--- src/rtl/cpu_pkg.sv ---
// Shared CPU definitions: ALU op codes, default datapath widths and the
// writeback sequencer state encoding.
package cpu_pkg;

  localparam int unsigned DATA_W_DEF     = 32;
  localparam int unsigned REG_ADDR_W_DEF = 4;
  localparam int unsigned SEL_W_DEF      = 5;

  localparam logic [SEL_W_DEF-1:0] OP_ADD  = 5'd0;
  localparam logic [SEL_W_DEF-1:0] OP_SUB  = 5'd1;
  localparam logic [SEL_W_DEF-1:0] OP_MUL  = 5'd2;
  localparam logic [SEL_W_DEF-1:0] OP_DIV  = 5'd3;
  localparam logic [SEL_W_DEF-1:0] OP_AND  = 5'd4;
  localparam logic [SEL_W_DEF-1:0] OP_OR   = 5'd5;
  localparam logic [SEL_W_DEF-1:0] OP_SHL  = 5'd6;
  localparam logic [SEL_W_DEF-1:0] OP_SHR  = 5'd7;
  localparam logic [SEL_W_DEF-1:0] OP_ROL  = 5'd8;
  localparam logic [SEL_W_DEF-1:0] OP_ROR  = 5'd9;
  localparam logic [SEL_W_DEF-1:0] OP_NEG  = 5'd10;
  localparam logic [SEL_W_DEF-1:0] OP_XOR  = 5'd11;
  localparam logic [SEL_W_DEF-1:0] OP_NOR  = 5'd12;
  localparam logic [SEL_W_DEF-1:0] OP_NAND = 5'd13;
  localparam logic [SEL_W_DEF-1:0] OP_LAST = 5'd13;

  typedef enum logic [1:0] {
    StIdle,
    StWrMain,
    StWrHi
  } wb_state_e;

endpackage

--- src/rtl/alu_result_writeback_if.sv ---
// Handshake bundle between the ALU, the writeback stage and the register file.
//   in_*      : ALU result capture handshake (valid/ready + sel, result, dest)
//   wb_*      : register-file write beat handshake and target strobes
// slave  : writeback stage view;  master : ALU/register-file side view.
interface alu_result_writeback_if #(
  parameter int unsigned DATA_W     = 32,
  parameter int unsigned REG_ADDR_W = 4,
  parameter int unsigned SEL_W      = 5
);
  logic                  in_valid;
  logic                  in_ready;
  logic [SEL_W-1:0]      alu_sel;
  logic [2*DATA_W-1:0]   alu_out;
  logic [REG_ADDR_W-1:0] dest_reg;
  logic                  wb_valid;
  logic                  wb_ready;
  logic [REG_ADDR_W-1:0] wb_addr;
  logic [DATA_W-1:0]     wb_data;
  logic                  gpr_we;
  logic                  lo_we;
  logic                  hi_we;

  modport slave (
    input  in_valid, alu_sel, alu_out, dest_reg, wb_ready,
    output in_ready, wb_valid, wb_addr, wb_data, gpr_we, lo_we, hi_we
  );

  modport master (
    output in_valid, alu_sel, alu_out, dest_reg, wb_ready,
    input  in_ready, wb_valid, wb_addr, wb_data, gpr_we, lo_we, hi_we
  );
endinterface

--- src/rtl/alu_result_writeback.sv ---
// Writeback stage after the 64-bit ALU. Captures one result per handshake and
// sequences it onto a 32-bit register-file write port: one GPR beat for
// single-word ops, LO then HI beats for mul/div. Keeps zero/negative flags and
// flags illegal ALU selections.
// Ports:
//   clk, clr_n  : clock, asynchronous active-low reset
//   bus         : capture + write-beat handshake bundle (slave view)
//   flag_z/n    : flags of the last accepted legal result
//   err_illegal : one-cycle pulse after an illegal alu_sel is captured
module alu_result_writeback
  import cpu_pkg::*;
#(
  parameter int unsigned DATA_W     = DATA_W_DEF,
  parameter int unsigned REG_ADDR_W = REG_ADDR_W_DEF,
  parameter int unsigned SEL_W      = SEL_W_DEF
) (
  input  logic                   clk,
  input  logic                   clr_n,
  alu_result_writeback_if.slave  bus,
  output logic                   flag_z,
  output logic                   flag_n,
  output logic                   err_illegal
);

  wb_state_e             state_q, state_d;
  logic [2*DATA_W-1:0]   z_q, z_d;
  logic [SEL_W-1:0]      sel_q, sel_d;
  logic [REG_ADDR_W-1:0] dest_q, dest_d;
  logic                  wb_valid_q, wb_valid_d;
  logic [DATA_W-1:0]     wb_data_q, wb_data_d;
  logic [REG_ADDR_W-1:0] wb_addr_q, wb_addr_d;
  logic                  gpr_we_q, gpr_we_d;
  logic                  lo_we_q, lo_we_d;
  logic                  hi_we_q, hi_we_d;
  logic                  flag_z_q, flag_z_d;
  logic                  flag_n_q, flag_n_d;
  logic                  err_q, err_d;

  logic capture, in_legal, in_wide, in_mul, held_wide;

  assign bus.in_ready = (state_q == StIdle);
  assign capture      = bus.in_valid && (state_q == StIdle);
  assign in_legal     = (bus.alu_sel <= SEL_W'(OP_LAST));
  assign in_mul       = (bus.alu_sel == SEL_W'(OP_MUL));
  assign in_wide      = in_mul || (bus.alu_sel == SEL_W'(OP_DIV));
  assign held_wide    = (sel_q == SEL_W'(OP_MUL)) || (sel_q == SEL_W'(OP_DIV));

  // Beat outputs are computed for the next state so they leave the block
  // registered and stay put while the register file stalls.
  always_comb begin
    state_d    = state_q;
    z_d        = z_q;
    sel_d      = sel_q;
    dest_d     = dest_q;
    wb_valid_d = wb_valid_q;
    wb_data_d  = wb_data_q;
    wb_addr_d  = wb_addr_q;
    gpr_we_d   = gpr_we_q;
    lo_we_d    = lo_we_q;
    hi_we_d    = hi_we_q;
    flag_z_d   = flag_z_q;
    flag_n_d   = flag_n_q;
    err_d      = 1'b0;

    unique case (state_q)
      StIdle: begin
        if (capture) begin
          z_d    = bus.alu_out;
          sel_d  = bus.alu_sel;
          dest_d = bus.dest_reg;
          if (in_legal) begin
            state_d    = StWrMain;
            wb_valid_d = 1'b1;
            wb_data_d  = bus.alu_out[DATA_W-1:0];
            if (in_wide) begin
              lo_we_d   = 1'b1;
              wb_addr_d = '0;
            end else begin
              gpr_we_d  = 1'b1;
              wb_addr_d = bus.dest_reg;
            end
            // Mul flags cover the full product; div uses the quotient only.
            if (in_mul) begin
              flag_z_d = (bus.alu_out == '0);
              flag_n_d = bus.alu_out[2*DATA_W-1];
            end else begin
              flag_z_d = (bus.alu_out[DATA_W-1:0] == '0);
              flag_n_d = bus.alu_out[DATA_W-1];
            end
          end else begin
            err_d = 1'b1;
          end
        end
      end
      StWrMain: begin
        if (bus.wb_ready) begin
          if (held_wide) begin
            state_d   = StWrHi;
            wb_data_d = z_q[2*DATA_W-1:DATA_W];
            wb_addr_d = '0;
            lo_we_d   = 1'b0;
            hi_we_d   = 1'b1;
          end else begin
            state_d    = StIdle;
            wb_valid_d = 1'b0;
            wb_data_d  = '0;
            wb_addr_d  = '0;
            gpr_we_d   = 1'b0;
          end
        end
      end
      StWrHi: begin
        if (bus.wb_ready) begin
          state_d    = StIdle;
          wb_valid_d = 1'b0;
          wb_data_d  = '0;
          wb_addr_d  = '0;
          hi_we_d    = 1'b0;
        end
      end
      default: begin
        state_d    = StIdle;
        wb_valid_d = 1'b0;
        wb_data_d  = '0;
        wb_addr_d  = '0;
        gpr_we_d   = 1'b0;
        lo_we_d    = 1'b0;
        hi_we_d    = 1'b0;
      end
    endcase
  end

  always_ff @(posedge clk or negedge clr_n) begin
    if (!clr_n) begin
      state_q    <= StIdle;
      z_q        <= '0;
      sel_q      <= '0;
      dest_q     <= '0;
      wb_valid_q <= 1'b0;
      wb_data_q  <= '0;
      wb_addr_q  <= '0;
      gpr_we_q   <= 1'b0;
      lo_we_q    <= 1'b0;
      hi_we_q    <= 1'b0;
      flag_z_q   <= 1'b0;
      flag_n_q   <= 1'b0;
      err_q      <= 1'b0;
    end else begin
      state_q    <= state_d;
      z_q        <= z_d;
      sel_q      <= sel_d;
      dest_q     <= dest_d;
      wb_valid_q <= wb_valid_d;
      wb_data_q  <= wb_data_d;
      wb_addr_q  <= wb_addr_d;
      gpr_we_q   <= gpr_we_d;
      lo_we_q    <= lo_we_d;
      hi_we_q    <= hi_we_d;
      flag_z_q   <= flag_z_d;
      flag_n_q   <= flag_n_d;
      err_q      <= err_d;
    end
  end

  assign bus.wb_valid = wb_valid_q;
  assign bus.wb_data  = wb_data_q;
  assign bus.wb_addr  = wb_addr_q;
  assign bus.gpr_we   = gpr_we_q;
  assign bus.lo_we    = lo_we_q;
  assign bus.hi_we    = hi_we_q;
  assign flag_z       = flag_z_q;
  assign flag_n       = flag_n_q;
  assign err_illegal  = err_q;

endmodule

--- src/flat_wrapper.sv ---
// flat-port wrapper written by rule: the top's interface ports become plain ports
module alu_result_writeback_flat import cpu_pkg::*;
#(
  parameter int unsigned DATA_W     = DATA_W_DEF,
  parameter int unsigned REG_ADDR_W = REG_ADDR_W_DEF,
  parameter int unsigned SEL_W      = SEL_W_DEF
)
  (clk, clr_n, flag_z, flag_n, err_illegal, bus_in_valid, bus_alu_sel, bus_alu_out, bus_dest_reg, bus_wb_ready, bus_in_ready, bus_wb_valid, bus_wb_addr, bus_wb_data, bus_gpr_we, bus_lo_we, bus_hi_we);
  alu_result_writeback_if #(.DATA_W(DATA_W), .REG_ADDR_W(REG_ADDR_W), .SEL_W(SEL_W)) bus_i ();
  input  logic clk;
  input  logic clr_n;
  output logic flag_z;
  output logic flag_n;
  output logic err_illegal;
  input wire logic [$bits(bus_i.in_valid)-1:0] bus_in_valid;
  input wire logic [$bits(bus_i.alu_sel)-1:0] bus_alu_sel;
  input wire logic [$bits(bus_i.alu_out)-1:0] bus_alu_out;
  input wire logic [$bits(bus_i.dest_reg)-1:0] bus_dest_reg;
  input wire logic [$bits(bus_i.wb_ready)-1:0] bus_wb_ready;
  output wire logic [$bits(bus_i.in_ready)-1:0] bus_in_ready;
  output wire logic [$bits(bus_i.wb_valid)-1:0] bus_wb_valid;
  output wire logic [$bits(bus_i.wb_addr)-1:0] bus_wb_addr;
  output wire logic [$bits(bus_i.wb_data)-1:0] bus_wb_data;
  output wire logic [$bits(bus_i.gpr_we)-1:0] bus_gpr_we;
  output wire logic [$bits(bus_i.lo_we)-1:0] bus_lo_we;
  output wire logic [$bits(bus_i.hi_we)-1:0] bus_hi_we;
  assign bus_i.in_valid = bus_in_valid;
  assign bus_i.alu_sel = bus_alu_sel;
  assign bus_i.alu_out = bus_alu_out;
  assign bus_i.dest_reg = bus_dest_reg;
  assign bus_i.wb_ready = bus_wb_ready;
  assign bus_in_ready = bus_i.in_ready;
  assign bus_wb_valid = bus_i.wb_valid;
  assign bus_wb_addr = bus_i.wb_addr;
  assign bus_wb_data = bus_i.wb_data;
  assign bus_gpr_we = bus_i.gpr_we;
  assign bus_lo_we = bus_i.lo_we;
  assign bus_hi_we = bus_i.hi_we;
  alu_result_writeback #(.DATA_W(DATA_W), .REG_ADDR_W(REG_ADDR_W), .SEL_W(SEL_W)) u_core (.clk(clk), .clr_n(clr_n), .bus(bus_i), .flag_z(flag_z), .flag_n(flag_n), .err_illegal(err_illegal));
endmodule
--- config.mk ---
export PLATFORM = sky130hd
export DESIGN_NAME = alu_result_writeback_flat
export DESIGN_NICKNAME = d
export VERILOG_FILES = /design/src/rtl/cpu_pkg.sv /design/src/rtl/alu_result_writeback_if.sv /design/src/rtl/alu_result_writeback.sv /design/src/flat_wrapper.sv
export SDC_FILE = /design/constraint.sdc
export NUM_CORES = 1
export LEC_CHECK = 0
export ABC_AREA = 1
export BUFFER_PORTS_ARGS = -buffer_cell sky130_fd_sc_hd__buf_2
export CAP_MARGIN = 25
export CORE_ASPECT_RATIO = 2
export CORE_MARGIN = 2
export CORE_UTILIZATION = 40
export DETAILED_ROUTE_END_ITERATION = 10
export GPL_ROUTABILITY_DRIVEN = 0
export GPL_TIMING_DRIVEN = 1
export PLACE_DENSITY_LB_ADDON = 0.15
export SETUP_SLACK_MARGIN = 0.2
export SLEW_MARGIN = 20
export SYNTH_ARGS = -nofsm -noshare
export SYNTH_HDL_FRONTEND = slang
export SYNTH_SLANG_ARGS = --single-unit
export TNS_END_PERCENT = 10
--- constraint.sdc ---
create_clock -name clk -period 1.6 [get_ports clk]
set_input_delay 0.08 -clock clk [delete_from_list [all_inputs] [get_ports clk]]
set_output_delay 0.08 -clock clk [all_outputs]
set_load 0.01 [all_outputs]
==> flow_summary_export.csv, run 1 <==
group,metric,value,unit
status,status,"finished with violations",
status,violations,"negative setup slack",
synthesis,yosys_warnings,0,
cts,cts_buffers,9,
power,p_per_area,1832,nW/um2
power,p_leak,0.003077,uW
detailed_routing,via_count,3994,
detailed_routing,drtPass1Iterations,4,
synthesis,syn_inst,501,
floorplan,io_pins,121,
sta,drv_slew,0,
synthesis,postSynthAreaPerCell,7.757,um2
synthesis,yosysSeqAreaShare,52.16,%
critical_path,rr_startpoint,"u_core.state_q[0]",
layout,seqCellArea,2027,um2
job,cap_violations,0,
synthesis,ys_types,22,
critical_path,crit_required,1.82,ns
synthesis,synth_top_area_share,52.16,%
critical_path,crit_path_end_kind,"flip-flop",
global_routing,grt_usage,24.09,%
sta,relSlewSlack,68.93,%
floorplan,core_region_area,9384,um2
critical_path,critPathArrivalTime,1.82,ns
worst_hold_path,holdPathStages,3,
cts,cts_tree,"done",
detailed_routing,routedWlPerCell,16.72,um
cts,clk_pin_slew,0.06,ns
placement,hpwl,8.911,mm
cts,cts.sinks,81,
floorplan,die_w,73.70,um
cts,cts_buffer_depth,2,
cts,root_buffer,"clkbuf_16",
detailed_routing,drc,0,
critical_path,r2r-end,"u_core.state_q[0]",
layout,final_cell_area,5763,um2
detailed_routing,drt_wl_total,13.13,mm
layout,multiInputGateArea,1635,um2
detailed_routing,ant_nets,0,
global_routing,grt_antenna_before_repair,0,
global_routing,grt_pass1_vias,3851,
floorplan,die_area,10570,um2
power,ir_drop,0.0007456,V
global_routing,grt_first_pass_wirelength,18.93,mm
critical_path,path_max_fanout,9,
placement,numPortBuffers,120,
layout,diodes,0,
layout,fin_cells,785,
detailed_routing,initialDrtViolationCount,223,
layout,layout-drive-gt1-share,28.78,%
global_routing,grt_overflow,0,
synthesis,synthesis.nets,582,
synthesis,synth_area_leaders,"dfrtp_1 (52%), nand2_1 (15%), inv_1 (6.3%), nand3_1 (5.3%), nor2_1 (3.9%)",
placement,post-place-cells,717,
layout,nFillCells,862,
critical_path,start_kind,"flip-flop",
layout,postLayoutCoreUtil,61.41,%
cts,cts_max_level,3,
sta,final.setup.worst_slack,-0.006179,ns
critical_path,critPathCapture,"u_core.state_q[0]",
sta,period_share,100.4,%
sta,hold_ws,0.01349,ns
critical_path,startpoint,"u_core.state_q[0]",
sta,grt_setup_unrepaired,"yes",
layout,area_growth,48.29,%
synthesis,ys.flop_type,"dfrtp_1",
worst_hold_path,hold_path.class,"input pin to flip-flop",
sta,max_freq,0.6226,GHz
synthesis,synthTopCellsByCount,"nand2_1 (151), dfrtp_1 (81), inv_1 (65)",
floorplan,row_count,50,
synthesis,syn_area,3886,um2
synthesis,ys_seq_elements,81,
synthesis,yosysTopAreaCell,"dfrtp_1",
placement,place_ws,-0.01661,ns
synthesis,yosys.cell_count.top_type,"nand2_1",
sta,worst_pin_slew,0.4661,ns
critical_path,r2r_cells,8,
detailed_routing,vias_per_cell,5.088,
floorplan,die_height,143.4,um
layout,nets,758,
cts,clkLatencyLatePin,0.34,ns
critical_path,path_class,"flip-flop to flip-flop",
synthesis,postSynth.asyncResetShare,100.0,%
sta,finalHoldViolCount,0,
placement,dpl-instance-area,4722,um2
critical_path,r2r_slack,-0.006,ns
synthesis,synth_edf_count,0,
sta,finalCriticalPeriod,1.606,ns
sta,setup_viol,1,
sta,clock_skew,0.005004,ns
floorplan,initial_core_util,41.41,%
global_routing,grt_max_degree,66,
==> power breakdown <==
group,internal (uW),leakage (uW),switching [uW]
Clock,1400,0.000151,818
Sequential,2880,0.00104,364
Combinational,2190,0.00189,2910
==> stage by stage <==
step	setup TNS, ns	power (uW)
final	-0.006179	10560
after global routing	-0.02988	11150
after CTS	0	9844
after detailed placement	-0.01661	7132
after global placement	0	7037
after floorplan	0	5580
==> routing by layer <==
layer | GRT usage [%] | vias up | part of all wire (%)
li1 | - | 1941 | -
met1 | 25.50 | 1885 | 36
met3 | 4.067 | 34 | 4.2
met4 | 15.02 | 0 | 5.0
met2 | 42.62 | 134 | 55
met5 | 0 | - | 0
==> worst min-delay path by stage <==
stage	start	end	slack (ns)
detailed placement	clr_n	u_core.err_illegal	0.06
global placement	clr_n	u_core.bus.lo_we	0.06
finish	bus_alu_out[56]	u_core.z_q[56]	0.01
CTS	bus_alu_out[56]	u_core.z_q[56]	0.001
floorplan	clr_n	u_core.bus.gpr_we	-0.22
global route	bus_alu_sel[1]	u_core.sel_q[1]	0.03
==> timing repair <==
action                     CTS  global route
hold buffers                35             0
resized for setup           12            24
setup buffers               10             3
pin swaps                    4             5
setup endpoints to repair   74            77
hold endpoints to repair    66             0
cloned                       1             4
==> layout make-up <==
class,instances,share of cell area (%)
Sequential cell,81,35.17
Multi-Input combinational cell,328,28.38
Timing Repair Buffer,188,24.12
Inverter,69,4.538
Clock buffer,10,4.147
Tap cell,104,2.258
Clock inverter,5,1.389
==> worst max-delay path, stage by stage, from the launching register on <==
cell     delay [ns]
dfrtp_1        0.43
inv_2          0.10
ha_4           0.20
buf_6          0.13
o21ai_4        0.13
nand2_8        0.14
buf_12         0.17
nor2_1         0.11
a21oi_1        0.07
==> placed cells by master, fill, tap and decap left out, drive strengths merged <==
master,netlist,routed
a22oi,1,1
buf,13,150
inv,69,69
o22ai,20,20
o21a,1,1
nand3,41,41
clkinvlp,0,2
nand4,6,6
clkbuf,10,13
a21oi,5,5
dlygate4sd3,0,35
ha,4,4
bufinv,0,2
o21ai,55,55
nor2,40,40
o22a,1,1
nand2,153,153
and3,1,1
clkinv,0,1
dfrtp,81,81
==> sequential cells by signal (all words and copies together), names as in the netlist <==
name,cells
u_core.bus.hi_we,1
u_core.bus.lo_we,1
u_core.err_illegal,1
u_core.sel_q,4
u_core.bus.wb_data,32
u_core.flag_n,1
u_core.bus.wb_addr,4
u_core.bus.gpr_we,1
u_core.flag_z,1
u_core.bus.wb_valid,1
u_core.z_q,32
u_core.state_q,2
==> cell families after synthesis <==
family	synth area share, %
AO/OA/AOI/OAI	11.95
buffers and inverters	9.433
adder cells (fa/ha/maj)	1.288
flip-flops	52.16
AND/OR/NAND/NOR	25.18
Note: power is estimated with default switching activity, not from simulation.
==> run 2, diff against run 1 <==
--- a/config.mk
+++ b/config.mk
@@ -15,7 +15,7 @@
 export GPL_ROUTABILITY_DRIVEN = 0
 export GPL_TIMING_DRIVEN = 1
 export PLACE_DENSITY_LB_ADDON = 0.15
-export SETUP_SLACK_MARGIN = 0.2
+export SETUP_SLACK_MARGIN = 0.05
 export SLEW_MARGIN = 20
 export SYNTH_ARGS = -nofsm -noshare
 export SYNTH_HDL_FRONTEND = slang
==> constraint.sdc (replaced) <==
create_clock -name clk -period 1.6 [get_ports clk]
set_input_delay 0.08 -clock clk [delete_from_list [all_inputs] [get_ports clk]]
set_output_delay 0.08 -clock clk [all_outputs]
set_load 0.1 [all_outputs]
==> run 2 against run 1 <==
  * The run now ends clean
  * Critical path depth is 1 lower
  * First-iteration DRC count is 3.1% lower
  * Worst setup slack better by 0.033 ns
  * Via count is 1.5% lower
  * Flip-flop and latch count stayed put
  * Die area stayed put
  * Total power is 17% higher
  * Critical endpoint is now u_core.bus.hi_we
  * Largest power group unchanged
==> flow_summary_export.csv, run 2 (synthesis gave the netlist of run 1 again) <==
group,metric,value,unit
global_routing,grt_pass1_vias,3943,
floorplan,die_w,73.70,um
floorplan,core_region_area,9384,um2
power,power.total,12370,uW
power,internal-power,6173,uW
cts,root_buffer,"clkbuf_16",
global_routing,grt_max_degree,66,
layout,layout-drive-gt1-share,27.65,%
placement,hpwl,8.366,mm
cts,cts_tree,"done",
layout,final_common_cell,"nand2_1",
critical_path,crit_required,1.82,ns
sta,max_freq,0.6356,GHz
worst_hold_path,hold_path.class,"input pin to flip-flop",
sta,period_share,98.34,%
detailed_routing,routedWlPerCell,15.37,um
cts,cts.sinks,81,
cts,clkLatencyLatePin,0.34,ns
floorplan,row_count,50,
power,p_leak,0.003024,uW
cts,cts_max_level,3,
sta,worst_pin_slew,0.5029,ns
critical_path,critPathArrivalTime,1.80,ns
critical_path,path_class,"flip-flop to flip-flop",
cts,clk_pin_slew,0.06,ns
power,p_sw,6196,uW
cts,cts_buffer_depth,2,
power,switching_share,50.09,%
detailed_routing,m1WireLength,4.607,mm
global_routing,grt_usage,23.40,%
layout,final_cell_mix,"nand2_1 (149), buf_2 (118), dfrtp_1 (81)",
sta,clock_skew,0.004590,ns
layout,postLayoutCoreUtil,60.03,%
power,p_per_area,2196,nW/um2
cts,cts_buffers,9,
job,cap_violations,0,
floorplan,initial_core_util,41.41,%
sta,relSlewSlack,66.35,%
sta,finalCriticalPeriod,1.573,ns
detailed_routing,drc,0,
detailed_routing,initialDrtViolationCount,216,
layout,area_growth,44.95,%
critical_path,path_max_fanout,12,
layout,nets,756,
power,clock_power_share,18.3,%
sta,setup_tns,0,ns
critical_path,start_kind,"flip-flop",
power,combPwrFrac,55.6,%
sta,setup_viol,0,
critical_path,crit_path_end_kind,"flip-flop",
global_routing,grt_first_pass_wirelength,18.66,mm
detailed_routing,dr_wl_met2,6.341,mm
sta,drv_slew,0,
status,status,"finished clean",
global_routing,grt_overflow,0,
placement,numPortBuffers,120,
detailed_routing,wl_met3,563,um
floorplan,die_height,143.4,um
detailed_routing,vias_per_cell,5.018,
floorplan,die_area,10570,um2
detailed_routing,drtPass1Iterations,4,
power,pwr-share-seq,26.1,%
sta,grt_setup_unrepaired,"yes",
detailed_routing,dr.max_layer_used,"met4",
floorplan,io_pins,121,
sta,finalHoldViolCount,0,
layout,diodes,0,
detailed_routing,drt_wl_total,12.05,mm
detailed_routing,ant_nets,0,
power,ir_drop,0.001310,V
global_routing,grt_antenna_before_repair,0,
detailed_routing,via_count,3934,
## run 2: critical path, cell delays in order (launching register included)
cell and delay (ns):
dfrtp_1 0.41, inv_2 0.09, ha_2 0.21, o21ai_4 0.21, buf_4 0.16, buf_12 0.12, nand2_1 0.06, o22a_1 0.20
## run 2: power groups by stage
stage,logic [uW],registers (uW),clock network [uW]
finish,6880,3220,2260
floorplan,2370,5670,0
global placement,6180,3230,0
CTS,6370,3220,2300
global route,7380,3310,2400
detailed placement,6250,3240,0
## run 2: what timing repair did
item                                    CTS  global route
endpoints found under the hold margin    65             0
endpoints found under the setup margin   25            44
gates resized for setup                   3            26
gates cloned                              0             1
setup buffers                             0            12
hold buffers                             37             0
pin swaps                                 0             8
## run 2: final timing paths
check | startpoint | end | slack, ns | depth (start not counted)
setup / recovery | u_core.state_q[0] | u_core.bus.hi_we | 0.03 | 7
hold / removal | bus_alu_out[43] | u_core.z_q[43] | 0.007 | 3
setup reg to reg | u_core.state_q[0] | u_core.bus.hi_we | 0.03 | 7
hold reg to reg | u_core.bus.wb_data[0] | u_core.bus.wb_data[0] | 0.47 | 2
max in group asynchronous | clr_n | u_core.z_q[58] | 0.77 | 3
min in group asynchronous | clr_n | u_core.bus.wb_addr[3] | 0.22 | 2
## run 2: per-stage QoR
stage          setup slack [ns]  instances  hold WS (ns)  area [um2]
6_report                0.02656        784      0.006991        5633
5_1_grt                -0.05058        784       0.01032        5633
4_1_cts                 0.07233        771      0.005515        5423
3_5_place_dp            0.02638        718       0.04865        4707
3_3_place_gp            0.04864        718       0.04845        4707
2_1_floorplan          -0.05923        501       -0.2156        3925
## run 2: area by class of cell
cell class | instances | area (um2)
flip-flops and latches | 81 | 2027
well taps | 104 | 130.1
fillers | 853 | 3751
multi-input cells | 328 | 1585
clock buffers | 11 | 252.7
clock inverters | 5 | 77.57
repair buffers | 186 | 1296
inverters | 69 | 264.0
## run 2: metal layers
| metal | global-route usage (%) | up-vias |
|---|---|---|
| li1 | - | 1946 |
| met1 | 25.78 | 1847 |
| met2 | 40.70 | 114 |
| met3 | 4.488 | 27 |
| met4 | 13.21 | 0 |
| met5 | 0 | - |
==> run 3, diff against run 2 <==
--- a/config.mk
+++ b/config.mk
@@ -8,15 +8,16 @@
 export ABC_AREA = 1
 export BUFFER_PORTS_ARGS = -buffer_cell sky130_fd_sc_hd__buf_2
 export CAP_MARGIN = 25
-export CORE_ASPECT_RATIO = 2
+export CORE_ASPECT_RATIO = 1.5
 export CORE_MARGIN = 2
 export CORE_UTILIZATION = 40
 export DETAILED_ROUTE_END_ITERATION = 10
 export GPL_ROUTABILITY_DRIVEN = 0
 export GPL_TIMING_DRIVEN = 1
 export PLACE_DENSITY_LB_ADDON = 0.15
+export RECOVER_POWER = 100
 export SETUP_SLACK_MARGIN = 0.05
-export SLEW_MARGIN = 20
+export SLEW_MARGIN = 10
 export SYNTH_ARGS = -nofsm -noshare
 export SYNTH_HDL_FRONTEND = slang
 export SYNTH_SLANG_ARGS = --single-unit
==> run 3 against run 2 <==
  * Fmax is 2.0% higher
  * Total power is 6.0% lower
  * Cell area is 4.0% lower
  * Worst setup slack better by 0.030 ns
  * Register-to-register slack better by 0.03 ns
  * Critical path type unchanged
==> flow_summary_export.csv, run 3 (synthesis gave the netlist of run 1 again) <==
group,metric,value,unit
critical_path,critPathArrivalTime,1.76,ns
sta,finalCriticalPeriod,1.543,ns
sta,final.setup.worst_slack,0.05688,ns
layout,layout-drive-gt1-share,25.45,%
sta,relSlewSlack,25.69,%
layout,diodes,0,
floorplan,die_height,124.7,um
detailed_routing,drtPass1Iterations,4,
power,p_per_area,2152,nW/um2
placement,post-place-cells,729,
sta,hold_ws,0.02314,ns
layout,final_common_cell,"nand2_1",
floorplan,die_w,84.48,um
floorplan,initial_core_util,40.57,%
sta,max_freq,0.6480,GHz
global_routing,grt_antenna_before_repair,0,
job,cap_violations,0,
floorplan,row_count,44,
cts,cts_buffers,9,
cts,cts_tree,"done",
worst_hold_path,hold_path.class,"input pin to flip-flop",
placement,numPortBuffers,120,
sta,clock_skew,0.006663,ns
global_routing,grt_usage,23.00,%
cts,cts.sinks,81,
cts,cts_max_level,3,
placement,hpwl,8.326,mm
sta,grt_setup_unrepaired,"yes",
detailed_routing,ant_nets,0,
floorplan,core_region_area,9579,um2
layout,area_growth,39.09,%
sta,finalHoldViolCount,0,
critical_path,crit_path_end_kind,"flip-flop",
status,status,"finished clean",
critical_path,start_kind,"flip-flop",
layout,final_cell_mix,"nand2_1 (149), dfrtp_1 (81), buf_2 (74)",
cts,clk_pin_slew,0.06,ns
detailed_routing,drt_wl_total,11.86,mm
global_routing,grt_pass1_vias,4002,
sta,period_share,96.44,%
sta,drv_slew,0,
critical_path,path_class,"flip-flop to flip-flop",
cts,cts_buffer_depth,2,
sta,worst_pin_slew,1.115,ns
cts,clkLatencyLatePin,0.34,ns
power,p_leak,0.002902,uW
global_routing,grt_first_pass_wirelength,19.06,mm
detailed_routing,drc,0,
cts,root_buffer,"clkbuf_16",
detailed_routing,vias_per_cell,4.950,
detailed_routing,initialDrtViolationCount,224,
floorplan,io_pins,121,
sta,setup_viol,0,
global_routing,grt_overflow,0,
placement,place_ws,0.02650,ns
power,ir_drop,0.001780,V
layout,fin_cells,787,
critical_path,path_max_fanout,5,
layout,nets,748,
critical_path,crit_required,1.82,ns
detailed_routing,routedWlPerCell,15.07,um
global_routing,grt_max_degree,82,
detailed_routing,via_count,3896,
floorplan,die_area,10540,um2
sta,setup_tns,0,ns
run 3: final cells by class:
cell class                      count  area (um2)
Clock buffer                       10       229.0
Clock inverter                      6       58.81
Fill cell                         966        4174
Inverter                           69       264.0
Multi-Input combinational cell    328        1548
Sequential cell                    81        2027
Tap cell                          115       143.9
Timing Repair Buffer              178        1135
run 3: power by group:
part,internal (uW),switching [uW],total [uW]
clock,1200,795,1990
sequential,2880,362,3240
combinational,1490,4910,6400
total,5560,6070,11600
run 3: worst paths after layout:
kind / from / end / slack [ns] / cells after the start
max in group asynchronous: clr_n / u_core.bus.wb_data[14] / 0.27 / 3
setup reg to reg: u_core.state_q[0] / u_core.bus.hi_we / 0.06 / 6
setup / recovery: u_core.state_q[0] / u_core.bus.hi_we / 0.06 / 6
min in group asynchronous: clr_n / u_core.bus.wb_addr[0] / 0.62 / 3
hold / removal: bus_alu_out[63] / u_core.z_q[63] / 0.02 / 3
hold reg to reg: u_core.bus.wb_data[30] / u_core.bus.wb_data[30] / 0.48 / 2
run 3: critical path: stages (launching register included):
cell and delay (ns):
dfrtp_1 0.39, clkbuf_1 0.13, ha_4 0.19, o21ai_4 0.23, clkbuf_2 0.19, nand2_1 0.09
o22a_1 0.22
run 3: timing repair:
action | in CTS | in global routing
setup buffers | 0 | 6
endpoints found under the setup margin | 24 | 62
gates cloned | 0 | 0
pin swaps | 0 | 2
gates resized for setup | 3 | 7
hold buffers | 36 | 0
endpoints found under the hold margin | 116 | 0
run 3: metal layers:
metal / part of all wire, % / track usage [%] / vias up
li1: - / - / 1919
met1: 39 / 26.12 / 1834
met2: 52 / 40.81 / 112
met3: 5.0 / 5.235 / 31
met4: 3.6 / 9.617 / 0
met5: 0 / 0 / -
run 3: metrics by stage:
stage,utilization [%],cell area (um2),total power [uW]
after CTS,56.20,5384,11690
after floorplan,-,3925,8035
after global placement,49.28,4721,9458
after detailed placement,49.28,4721,9524
after global routing,56.43,5405,12330
final,56.43,5405,11630
